File: src/rtl/ram_arbiter.sv
// ram_arbiter: round-robin arbiter and sequencer sharing one block_ram
// between two requesters. Read data returns one cycle after acceptance
// through registered response ports.
//
// Optional feature macro: RAM_ARB_CLEAR_EN
//    defined   -> after every reset the RAM is zero-filled (busy=1) before
//                 any grant is given
//    undefined -> requests are granted from the first cycle after reset and
//                 RAM contents survive reset
//
// state    | meaning
// ---------+-----------------------------------------------------------
// ST_CLEAR | zero-fill sweep, one address per cycle, no grants
// ST_RUN   | normal arbitration between requester 0 and requester 1
//
// Without the macro only ST_RUN exists, so it is implicit.
module ram_arbiter #(
   parameter int WIDTH      = 8,
   parameter int DEPTH      = 128,
   parameter int ADDR_WIDTH = 8
) (
   input  logic                  clk,
   input  logic                  rst,

   input  logic                  req0_valid,
   input  logic                  req0_we,
   input  logic [ADDR_WIDTH-1:0] req0_addr,
   input  logic [WIDTH-1:0]      req0_wdata,
   output logic                  req0_ready,

   input  logic                  req1_valid,
   input  logic                  req1_we,
   input  logic [ADDR_WIDTH-1:0] req1_addr,
   input  logic [WIDTH-1:0]      req1_wdata,
   output logic                  req1_ready,

   output logic                  rsp0_valid,
   output logic [WIDTH-1:0]      rsp0_rdata,
   output logic                  rsp1_valid,
   output logic [WIDTH-1:0]      rsp1_rdata,

   output logic                  ram_wr_en,
   output logic [ADDR_WIDTH-1:0] ram_wr_addr,
   output logic [WIDTH-1:0]      ram_wr_data,
   output logic [ADDR_WIDTH-1:0] ram_rd_addr,
   input  logic [WIDTH-1:0]      ram_rd_data,

   output logic                  busy
);

   // A RAM deeper than the address space cannot be fully reached.
   if (DEPTH > (2 ** ADDR_WIDTH)) begin : g_depth_check
      $error("ram_arbiter: DEPTH exceeds 2**ADDR_WIDTH");
   end

   logic                  w_run;
   logic                  w_clearing;
   logic [ADDR_WIDTH-1:0] w_clr_addr;

   logic                  r_last_grant;
   logic                  w_gnt0;
   logic                  w_gnt1;
   logic                  w_rd0;
   logic                  w_rd1;

   logic                  r_rsp0_valid;
   logic [WIDTH-1:0]      r_rsp0_rdata;
   logic                  r_rsp1_valid;
   logic [WIDTH-1:0]      r_rsp1_rdata;

`ifdef RAM_ARB_CLEAR_EN
   localparam logic [0:0]            ST_CLEAR  = 1'b0;
   localparam logic [0:0]            ST_RUN    = 1'b1;
   localparam logic [ADDR_WIDTH-1:0] LAST_ADDR = ADDR_WIDTH'(DEPTH - 1);

   logic [0:0]            r_state;
   logic [ADDR_WIDTH-1:0] r_clr_addr;

   // Sweep FSM: reset always restarts the zero-fill at address 0; the
   // counter stops at the last word instead of wrapping.
   always_ff @(posedge clk) begin
      if (rst) begin
         r_state    <= ST_CLEAR;
         r_clr_addr <= '0;
      end else if (r_state == ST_CLEAR) begin
         if (r_clr_addr == LAST_ADDR) begin
            r_state <= ST_RUN;
         end else begin
            r_clr_addr <= r_clr_addr + 1'b1;
         end
      end
   end

   assign w_clearing = ~rst & (r_state == ST_CLEAR);
   assign w_run      = ~rst & (r_state == ST_RUN);
   assign w_clr_addr = r_clr_addr;
   assign busy       = rst | (r_state == ST_CLEAR);
`else
   assign w_clearing = 1'b0;
   assign w_run      = ~rst;
   assign w_clr_addr = '0;
   assign busy       = 1'b0;
`endif

   // Round robin: a lone request always wins; on a tie the requester that
   // was not granted last goes first (r_last_grant=1 means requester 1).
   assign w_gnt0 = w_run & req0_valid & (~req1_valid |  r_last_grant);
   assign w_gnt1 = w_run & req1_valid & (~req0_valid | ~r_last_grant);

   assign req0_ready = w_gnt0;
   assign req1_ready = w_gnt1;

   assign w_rd0 = w_gnt0 & ~req0_we;
   assign w_rd1 = w_gnt1 & ~req1_we;

   // Remember the most recent winner; reset favours requester 0 first.
   always_ff @(posedge clk) begin
      if (rst) begin
         r_last_grant <= 1'b1;
      end else if (w_gnt0) begin
         r_last_grant <= 1'b0;
      end else if (w_gnt1) begin
         r_last_grant <= 1'b1;
      end
   end

   // RAM port steering: sweep writes, else the single granted request.
   // Idle ports are driven to zero so the RAM never sees stale addresses.
   always_comb begin
      ram_wr_en   = 1'b0;
      ram_wr_addr = '0;
      ram_wr_data = '0;
      ram_rd_addr = '0;
      if (w_clearing) begin
         ram_wr_en   = 1'b1;
         ram_wr_addr = w_clr_addr;
      end else if (w_gnt0) begin
         if (req0_we) begin
            ram_wr_en   = 1'b1;
            ram_wr_addr = req0_addr;
            ram_wr_data = req0_wdata;
         end else begin
            ram_rd_addr = req0_addr;
         end
      end else if (w_gnt1) begin
         if (req1_we) begin
            ram_wr_en   = 1'b1;
            ram_wr_addr = req1_addr;
            ram_wr_data = req1_wdata;
         end else begin
            ram_rd_addr = req1_addr;
         end
      end
   end

   // Response registers: capture combinational RAM data at the accepting
   // edge and pulse valid for one cycle; data holds between pulses.
   always_ff @(posedge clk) begin
      if (rst) begin
         r_rsp0_valid <= 1'b0;
         r_rsp0_rdata <= '0;
         r_rsp1_valid <= 1'b0;
         r_rsp1_rdata <= '0;
      end else begin
         r_rsp0_valid <= w_rd0;
         r_rsp1_valid <= w_rd1;
         if (w_rd0) begin
            r_rsp0_rdata <= ram_rd_data;
         end
         if (w_rd1) begin
            r_rsp1_rdata <= ram_rd_data;
         end
      end
   end

   // A response registered just before reset rises must not escape while
   // reset is held, so the outputs are masked by rst as well.
   assign rsp0_valid = r_rsp0_valid & ~rst;
   assign rsp1_valid = r_rsp1_valid & ~rst;
   assign rsp0_rdata = rst ? '0 : r_rsp0_rdata;
   assign rsp1_rdata = rst ? '0 : r_rsp1_rdata;

endmodule

File: config.mk
export PLATFORM = sky130hd
export DESIGN_NAME = ram_arbiter
export DESIGN_NICKNAME = d
export VERILOG_FILES = /design/src/rtl/ram_arbiter.sv
export SDC_FILE = /design/constraint.sdc
export NUM_CORES = 1
export LEC_CHECK = 0
export ABC_AREA = 1
export CAP_MARGIN = 30
export CORE_MARGIN = 2
export CORE_UTILIZATION = 60
export DETAILED_ROUTE_END_ITERATION = 8
export DONT_BUFFER_PORTS = 1
export PLACE_DENSITY_LB_ADDON = 0.2
export SYNTH_ARGS = -nofsm -noshare
export SYNTH_HDL_FRONTEND = slang
export SYNTH_SLANG_ARGS = --single-unit
export TNS_END_PERCENT = 30
File: constraint.sdc
create_clock -name clk -period 1.7 [get_ports clk]
set_input_delay 0.34 -clock clk [delete_from_list [all_inputs] [get_ports clk]]
set_output_delay 0.34 -clock clk [all_outputs]
set_load 0.05 [all_outputs]
==> results of run 1 <==
-- logic make-up after synthesis --
family | count (synthesis) | share of synthesized area (%)
simple gates | 132 | 43.8
compound gates | 18 | 6.95
buf+inv | 70 | 21.6
other cells | 1 | 0.270
flops | 19 | 27.4
-- stage by stage --
stage	hold WS (ns)	setup TNS [ns]	util (%)	cell area [µm²]	worst slack, ns
floorplan	0.456	-1.35	-	1420	-0.151
global placement	0.468	0	86.0	1880	0.111
detailed placement	0.467	0	86.0	1880	0.0432
CTS	0.131	-0.560	93.1	2040	-0.0567
-- repair_timing --
| action | 4_1_cts |
|---|---|
| endpoints found under the setup margin | 25 |
| gates resized for setup | 23 |
| gates cloned | 2 |
| pin swaps | 2 |
| setup buffers | 3 |
==> results by group, run 1 <==
Yosys
  • Post-synth EDFFs: 0
  • Dominant synthesized flop cell: dfxtp_1
  • Synth top area cells: dfxtp_1, nand2_1, inv_1, nor2_1, nand4_1
  • Sequential fraction of the synthesis area: 27.4%
  • Synth warn: 0
  • Net count after synthesis: 286
  • Avg Cell Area, Syn: 5.78 µm²
  • Post-Synthesis Cells: 240
  • Yosys reg bits: 19
  • Post-synthesis cell area: 1390 µm²
  • Most numerous cell in the Yosys netlist: nand2_1
  • Top cell type's share of synthesized area: 27.4%
  • Leading area contributor after synthesis: dfxtp_1
  • Yosys cell types: 21
  • Commonest cells in the synthesized netlist: nand2_1, inv_1, nor2_1
  • Async SR Flop Fraction: 0%

Clock network
  • CTS Buf Count: 3
  • Clock tree buffer depth: 2
  • CTS H-Tree Depth: 1
  • Post-CTS Hold Buffers: 0
  • TritonCTS sink count: 19
  • CTS root buf: clkbuf_4

Run status
  • Stopping stage: global routing
  • Tool error: [ERROR DPL-0033] detailed placement checks failed during check placement.
  • Status: stopped before the end

STA
  • Worst EP Category: output port
  • Post-GRT worst EP: ram_wr_addr[4]

Global route
  • Largest net degree at the start of global routing: 22
  • Initial antenna violation count: 0

Place
  • I/O Buffers: 0
  • HPWL after DPL: 3120 µm
  • GP Congestion: 0.749
  • Dpl cells: 310

Floorplanning
  • Die H: 52.1 µm
  • Die width: 52.1 µm
  • Initial Utilization: 63.3%
  • # rows: 17
  • IO Pins: 92
==> inputs of run 2 (changes only) <==
CORE_AREA = 2 2 63 65   (was default)
CORE_MARGIN = default   (was 2)
CORE_UTILIZATION = default   (was 60)
DIE_AREA = 0 0 65 67   (was default)
PLACE_DENSITY_LB_ADDON = 0.15   (was 0.2)
==> run 2 against run 1 <==
  * The flow now finishes without violations
  * Area after synthesis is the same
  * Synthesized cell count is the same
==> results by group, run 2 <==
Run status
  • Status: completed

Yosys
  • Most numerous cell in the Yosys netlist: nand2_1
  • Largest family of logic cells by synthesized area: simple AND/OR/NAND/NOR gates
  • Post-Synthesis Cells: 240 (unchanged)
  • Post-synthesis cell area: 1390 µm² (unchanged)
  • Yosys reg bits: 19 (unchanged)
  • Avg Cell Area, Syn: 5.78 µm² (unchanged)
  • Synth Area in Compound Gates: 6.95% (unchanged)
  • Sequential fraction of the synthesis area: 27.4% (unchanged)
  • Yosys cell types: 21 (unchanged)
  • Commonest cells in the synthesized netlist: nand2_1, inv_1, nor2_1
  • Simple-gate share of the synthesized area: 43.8% (unchanged)
  • Dominant synthesized flop cell: dfxtp_1
  • Synth top area cells: dfxtp_1, nand2_1, inv_1, nor2_1, nand4_1
  • Multiplexer share of the synthesized area: 0% (unchanged)
  • Adder-Cell Fraction of Synth Area: 0% (unchanged)
  • Post-synth EDFFs: 0 (unchanged)
  • Top cell type's share of synthesized area: 27.4% (unchanged)
  • Synth warn: 0 (unchanged)
  • Async SR Flop Fraction: 0% (unchanged)
  • Xor and xnor area share after synthesis: 0% (unchanged)
  • Leading area contributor after synthesis: dfxtp_1
  • Net count after synthesis: 286 (unchanged)

Place
  • GP Congestion: 0.850 (+13%)
  • I/O Buffers: 0 (unchanged)
  • Dpl cells: 330 (+6.5%)
  • Place WS: 0.102 ns (+0.0585 ns)
  • HPWL after DPL: 2870 µm (-8.0%)

Route
  • Drt total wl: 3830 µm
  • DRT Pass-1 Iters: 4
  • Via density: 4.70
  • DRC Markers: 0
  • DR vias: 1589
  • Post-route ant nets: 0
  • Routed len/inst: 11.3 µm
  • Initial DRC count: 55

Global route
  • Gr usage total: 16.7%
  • Initial antenna violation count: 0
  • First-pass GRT wire length: 5630 µm
  • Vias in the first global route: 1298
  • Gr ovfl total: 0
  • Largest net degree at the start of global routing: 22

STA
  • Max Fclk: 596 MHz
  • Worst setup margin: 0.0216 ns
  • Crit path time final: 1.68 ns
  • RSZ-0062 raised after global routing: yes
  • Final setup fails: 0
  • Clk_skew: 0.00153 ns
  • Fin. max-slew vios: 0
  • Hold Violations, Final: 0
  • Period utilization: 98.7%
  • Setup TNS: 0 ns

Setup path
  • Crit path DAT: 1.34 ns
  • Flop2flop setup slack: 0.55 ns
  • Cell family with most CP delay: simple AND/OR/NAND/NOR gates
  • Worst endpoint required time: 1.36 ns
  • Crit-path cells: nand2_2, nand2_4, nor2_4, buf_12, nand2_1, o21ai_1, buf_6
  • Slowest-stage cell, CP: dfxtp_2
  • CP Max Fanout: 8
  • Critical Path Start Type: flop
  • Max incr delay on CP: 0.32 ns
  • CP Class: flop to output port
  • Worst Setup End Kind: output port
  • Buf/Inv on CP: 2

Clock network
  • Clock tree buffer depth: 2 (unchanged)
  • Post-CTS Hold Buffers: 0 (unchanged)
  • CTS root buf: clkbuf_8
  • Latest clock arrival within the worst-skew pair: 0.25 ns
  • CTS H-Tree Depth: 1 (unchanged)
  • CTS Buf Count: 3 (unchanged)
  • CTS tree: built
  • TritonCTS sink count: 19 (unchanged)
  • Clk slew on worst S/H paths: 0.07 ns

Floorplanning
  • Initial Utilization: 38.4% (-25 points)
  • Die width: 65 µm (+25%)
  • IO Pins: 92 (unchanged)
  • # rows: 22 (+5)
  • Die area: 4360 µm²
  • Die H: 67 µm (+29%)
  • Core area: 3610 µm²

Power
  • Reg power frac: 37.7%
  • Pwr Density: 584 nW/µm²
  • Sw frac: 36.5%
  • Clock power frac: 24.6%
  • Power, Total: 1250 µW
  • Lkg Pwr: 0.00113 µW
  • Switch Pwr: 458 µW
  • Int Power: 797 µW
  • Comb pwr share: 37.7%
  • Max IR drop VDD: 0.231 mV

Cells and area
  • NumNets Final: 337
  • FILL cells: 373
  • Seq. cell area: 382 µm²
  • Proportion of layout cells with a drive suffix above 1: 35.5%
  • Core Util, Final: 59.6%
  • Ant diodes: 0
  • Synth-to-Final Area Change: 55.0%
  • Multi-input gate area: 820 µm²
  • Layout Cells excl Fill: 338
  • Commonest non-fill, non-tap cell in the layout: inv_1
  • Most frequent cells in the layout: inv_1, nand2_1, nor2_1, buf_4, dfxtp_1
  • Largest regs: r_rsp0_rdata x8, r_rsp1_rdata x8

Flow run
  • Max_cap viols: 0

Hold path
  • Worst hold path type: primary input to flop
[run 2: power by group through the flow]
stage / registers (µW) / clock network [µW] / logic [µW]
final: 473 / 309 / 473
after global routing: 474 / 342 / 507
after CTS: 472 / 319 / 447
after detailed placement: 483 / 0 / 438
after global placement: 482 / 0 / 437
after floorplan: 482 / 0 / 323
[run 2: logic make-up after synthesis]
logic type | after synthesis
simple gates | 132
buf+inv | 70
flops | 19
compound gates | 18
other cells | 1
[run 2: routing by layer]
metal / share of wire (%) / track usage [%]
met5: 0 / 0
met1: 42 / 20.1
met3: 8.2 / 3.55
met2: 48 / 29.4
met4: 1.2 / 5.59
[run 2: worst paths after layout]
check,start,endpoint,cells past startpoint
worst max-delay path,r_last_grant$_SDFFE_PP1P_,ram_wr_addr[0],7
worst min register to register,r_rsp0_rdata[7]$_SDFFE_PP0P_,r_rsp0_rdata[7]$_SDFFE_PP0P_,4
worst min-delay path,req0_valid,r_last_grant$_SDFFE_PP1P_,1
worst max register to register,r_last_grant$_SDFFE_PP1P_,r_rsp0_rdata[6]$_SDFFE_PP0P_,7
[run 2: worst register-to-register path: stages (launching register included)]
cell and delay [ns]:
dfxtp_2 0.32, inv_1 0.11, nand2_4 0.09, nand3_4 0.17, buf_4 0.20, nand2_1 0.06, inv_1 0.05, nor2_1 0.04
[run 2: final cells by class]
class	count	share of cell area, %
clock buffers	4	2.10
inverters	60	10.7
multi-input cells	151	38.1
flip-flops and latches	19	17.8
well taps	48	2.80
repair buffers	56	28.5
[run 2: what timing repair did]
item / in CTS / in global routing
setup buffers: 1 / 2
endpoints found under the setup margin: 24 / 24
pin swaps: 1 / 9
gates resized for setup: 3 / 35
gates cloned: 0 / 1
[run 2: through the flow]
step / hold WS (ns) / instance area (µm²)
after detailed placement: 0.463 / 1920
after floorplan: 0.456 / 1420
final: 0.192 / 2150
after CTS: 0.194 / 2000
after global placement: 0.470 / 1920
after global routing: 0.184 / 2150
(Power assumes the default switching activity.)
==> inputs of run 3 (changes only) <==
PLACE_DENSITY = 0.48   (was default)
PLACE_DENSITY_LB_ADDON = default   (was 0.15)
RECOVER_POWER = 25   (was default)
==> run 3 against run 2 <==
  * Clock skew increased by 0.0050 ns
  * Non-clock buffer count unchanged
  * First-iteration DRC count decreased by 3.6%
  * Final cell count increased by 0.89%
  * Total power increased by 0.28%
  * Die area unchanged
  * Clock-buffer cell count decreased by 1
  * Combinational power about the same
==> results by group, run 3 (same netlist as run 2, synthesis figures left out) <==
STA
  • Hold Slack: 0.189 ns (-0.00285 ns)
  • Period utilization: 97.8% (-0.91 points)
  • Clk_skew: 0.00655 ns (+0.00502 ns)
  • Max Fclk: 601 MHz (+0.93%)
  • Fin. max-slew vios: 0 (unchanged)
  • RSZ-0062 raised after global routing: yes
  • Final setup fails: 0 (unchanged)
  • Hold Violations, Final: 0 (unchanged)
  • Crit path time final: 1.66 ns (-0.0154 ns)

Place
  • I/O Buffers: 0 (unchanged)
  • Area after DPL: 1910 µm² (-0.65%)
  • GP Congestion: 0.741 (-13%)
  • HPWL after DPL: 2750 µm (-4.3%)

Floorplanning
  • Initial Utilization: 38.4% (unchanged)
  • IO Pins: 92 (unchanged)
  • Die width: 65 µm (unchanged)
  • Core area: 3610 µm² (unchanged)
  • Die area: 4360 µm² (unchanged)
  • # rows: 22 (unchanged)
  • Die H: 67 µm (unchanged)

Power
  • Pwr Density: 591 nW/µm² (+1.1%)
  • Max IR drop VDD: 0.310 mV (+34%)
  • Lkg Pwr: 0.00112 µW (-1.2%)
  • Power, Total: 1260 µW (+0.28%)

Setup path
  • Crit Reg-Reg Startpoint: r_last_grant$_SDFFE_PP1P_
  • Worst Setup End Kind: output port
  • Critical Path Start Type: primary input
  • Buf/Inv on CP: 3 (+1)
  • Crit path DAT: 1.32 ns (-0.02 ns)
  • Cell family with most CP delay: buffers and inverters
  • Crit-path cells: inv_1, nor2_2, buf_4, nand3_2, o21ai_2, buf_6
  • Max incr delay on CP: 0.25 ns (-0.07 ns)
  • Slowest-stage cell, CP: nor2_2
  • CP Max Fanout: 4 (-4)
  • Flop2flop setup slack: 0.58 ns (+0.03 ns)
  • CP Class: primary input to output port
  • CP Depth: 6 (-1)
  • R2R depth: 7 (unchanged)
  • Worst endpoint required time: 1.36 ns (about the same)
  • Worst R2R End: r_rsp0_rdata[0]$_SDFFE_PP0P_

Cells and area
  • NumNets Final: 340 (+0.89%)
  • Most frequent cells in the layout: inv_1, nand2_1, buf_4, nor2_1, dfxtp_1
  • Commonest non-fill, non-tap cell in the layout: inv_1
  • Finished Cell Area: 2130 µm² (-0.82%)
  • Ant diodes: 0 (unchanged)
  • Largest regs: r_rsp0_rdata x8, r_rsp1_rdata x8
  • Proportion of layout cells with a drive suffix above 1: 34.5% (-1.0 points)
  • FILL cells: 370 (-0.80%)
  • Synth-to-Final Area Change: 53.7%

Hold path
  • Worst hold path startpoint: req0_valid
  • Worst hold path type: primary input to flop
  • Worst Hold End: r_last_grant$_SDFFE_PP1P_
  • Hold depth: 1 (unchanged)

Route
  • Initial DRC count: 53 (-3.6%)
  • DR vias: 1605 (+1.0%)
  • Via density: 4.71 (+0.12%)
  • Routed len/inst: 11.4 µm (+1.1%)
  • DRT Pass-1 Iters: 4 (unchanged)
  • DRC Markers: 0 (unchanged)
  • Drt total wl: 3900 µm (+2.0%)
  • Post-route ant nets: 0 (unchanged)

Run status
  • Status: completed

Global route
  • Gr ovfl total: 0 (unchanged)
  • Initial antenna violation count: 0 (unchanged)
  • First-pass GRT wire length: 6070 µm (+7.9%)
  • Largest net degree at the start of global routing: 22 (unchanged)
  • Gr usage total: 17.7% (+0.96 points)
  • Vias in the first global route: 1501 (+16%)

Clock network
  • CTS Buf Count: 3 (unchanged)
  • CTS tree: built
  • CTS root buf: clkbuf_8
  • Latest clock arrival within the worst-skew pair: 0.25 ns (about the same)
  • TritonCTS sink count: 19 (unchanged)
  • CTS H-Tree Depth: 1 (unchanged)
  • Clock tree buffer depth: 2 (unchanged)
  • Clk slew on worst S/H paths: 0.07 ns (about the same)

Flow run
  • Max_cap viols: 0 (unchanged)
==> run 3: changes by cell type in the layout (fill, tap and decap cells not counted), sizes merged <==
| cell | delta |
|---|---|
| nand3 | +2 |
| clkbuf | -2 |
| buf | +1 |
| clkinv | +3 |
| inv | -1 |
==> run 3: final cells by class <==
class	count	area [µm²]	area share, %
multi-input cells	153	838	39.3
well taps	48	60.1	2.82
repair buffers	56	572	26.8
clock inverters	1	5.00	0.235
inverters	60	228	10.7
clock buffers	3	41.3	1.94
flip-flops and latches	19	382	17.9
repair inverters	1	5.00	0.235
==> run 3: how the worst max path moves through the flow <==
| stage | start | end |
|---|---|---|
| 2_1_floorplan | req0_valid | ram_wr_addr[0] |
| 3_3_place_gp | r_last_grant$_SDFFE_PP1P_ | ram_rd_addr[1] |
| 3_5_place_dp | r_last_grant$_SDFFE_PP1P_ | ram_rd_addr[2] |
| 4_1_cts | r_last_grant$_SDFFE_PP1P_ | ram_wr_addr[4] |
| 5_1_grt | r_last_grant$_SDFFE_PP1P_ | ram_wr_addr[5] |
| 6_report | req0_valid | ram_wr_addr[1] |
==> run 3: stage by stage <==
stage	worst slack [ns]	instances	utilization, %	setup TNS (ns)
2_1_floorplan	-0.151	240	-	-1.35
3_3_place_gp	0.0756	330	52.9	0
3_5_place_dp	0.0368	330	52.9	0
4_1_cts	0.000770	338	56.2	0
5_1_grt	-0.0384	341	59.1	-0.131
6_report	0.0370	341	59.1	0
==> run 3: power by group <==
group	total, µW	switching (µW)	internal, µW
sequential	473	6.09	467
combinational	475	317	159
clock	310	147	163
==> run 3: metal layers <==
metal	vias to the layer above	routed length (µm)	track usage (%)
li1	832	-	-
met1	702	1590	18.5
met2	69	1930	33.4
met3	2	348	4.56
met4	0	27	6.91
met5	-	0	0
==> run 3: repair_timing <==
item | CTS | global route
pin swaps | 1 | 3
setup buffers | 2 | 2
gates cloned | 2 | 1
resized for setup | 8 | 23
setup endpoints to repair | 25 | 25
hold buffers | 0 | 0
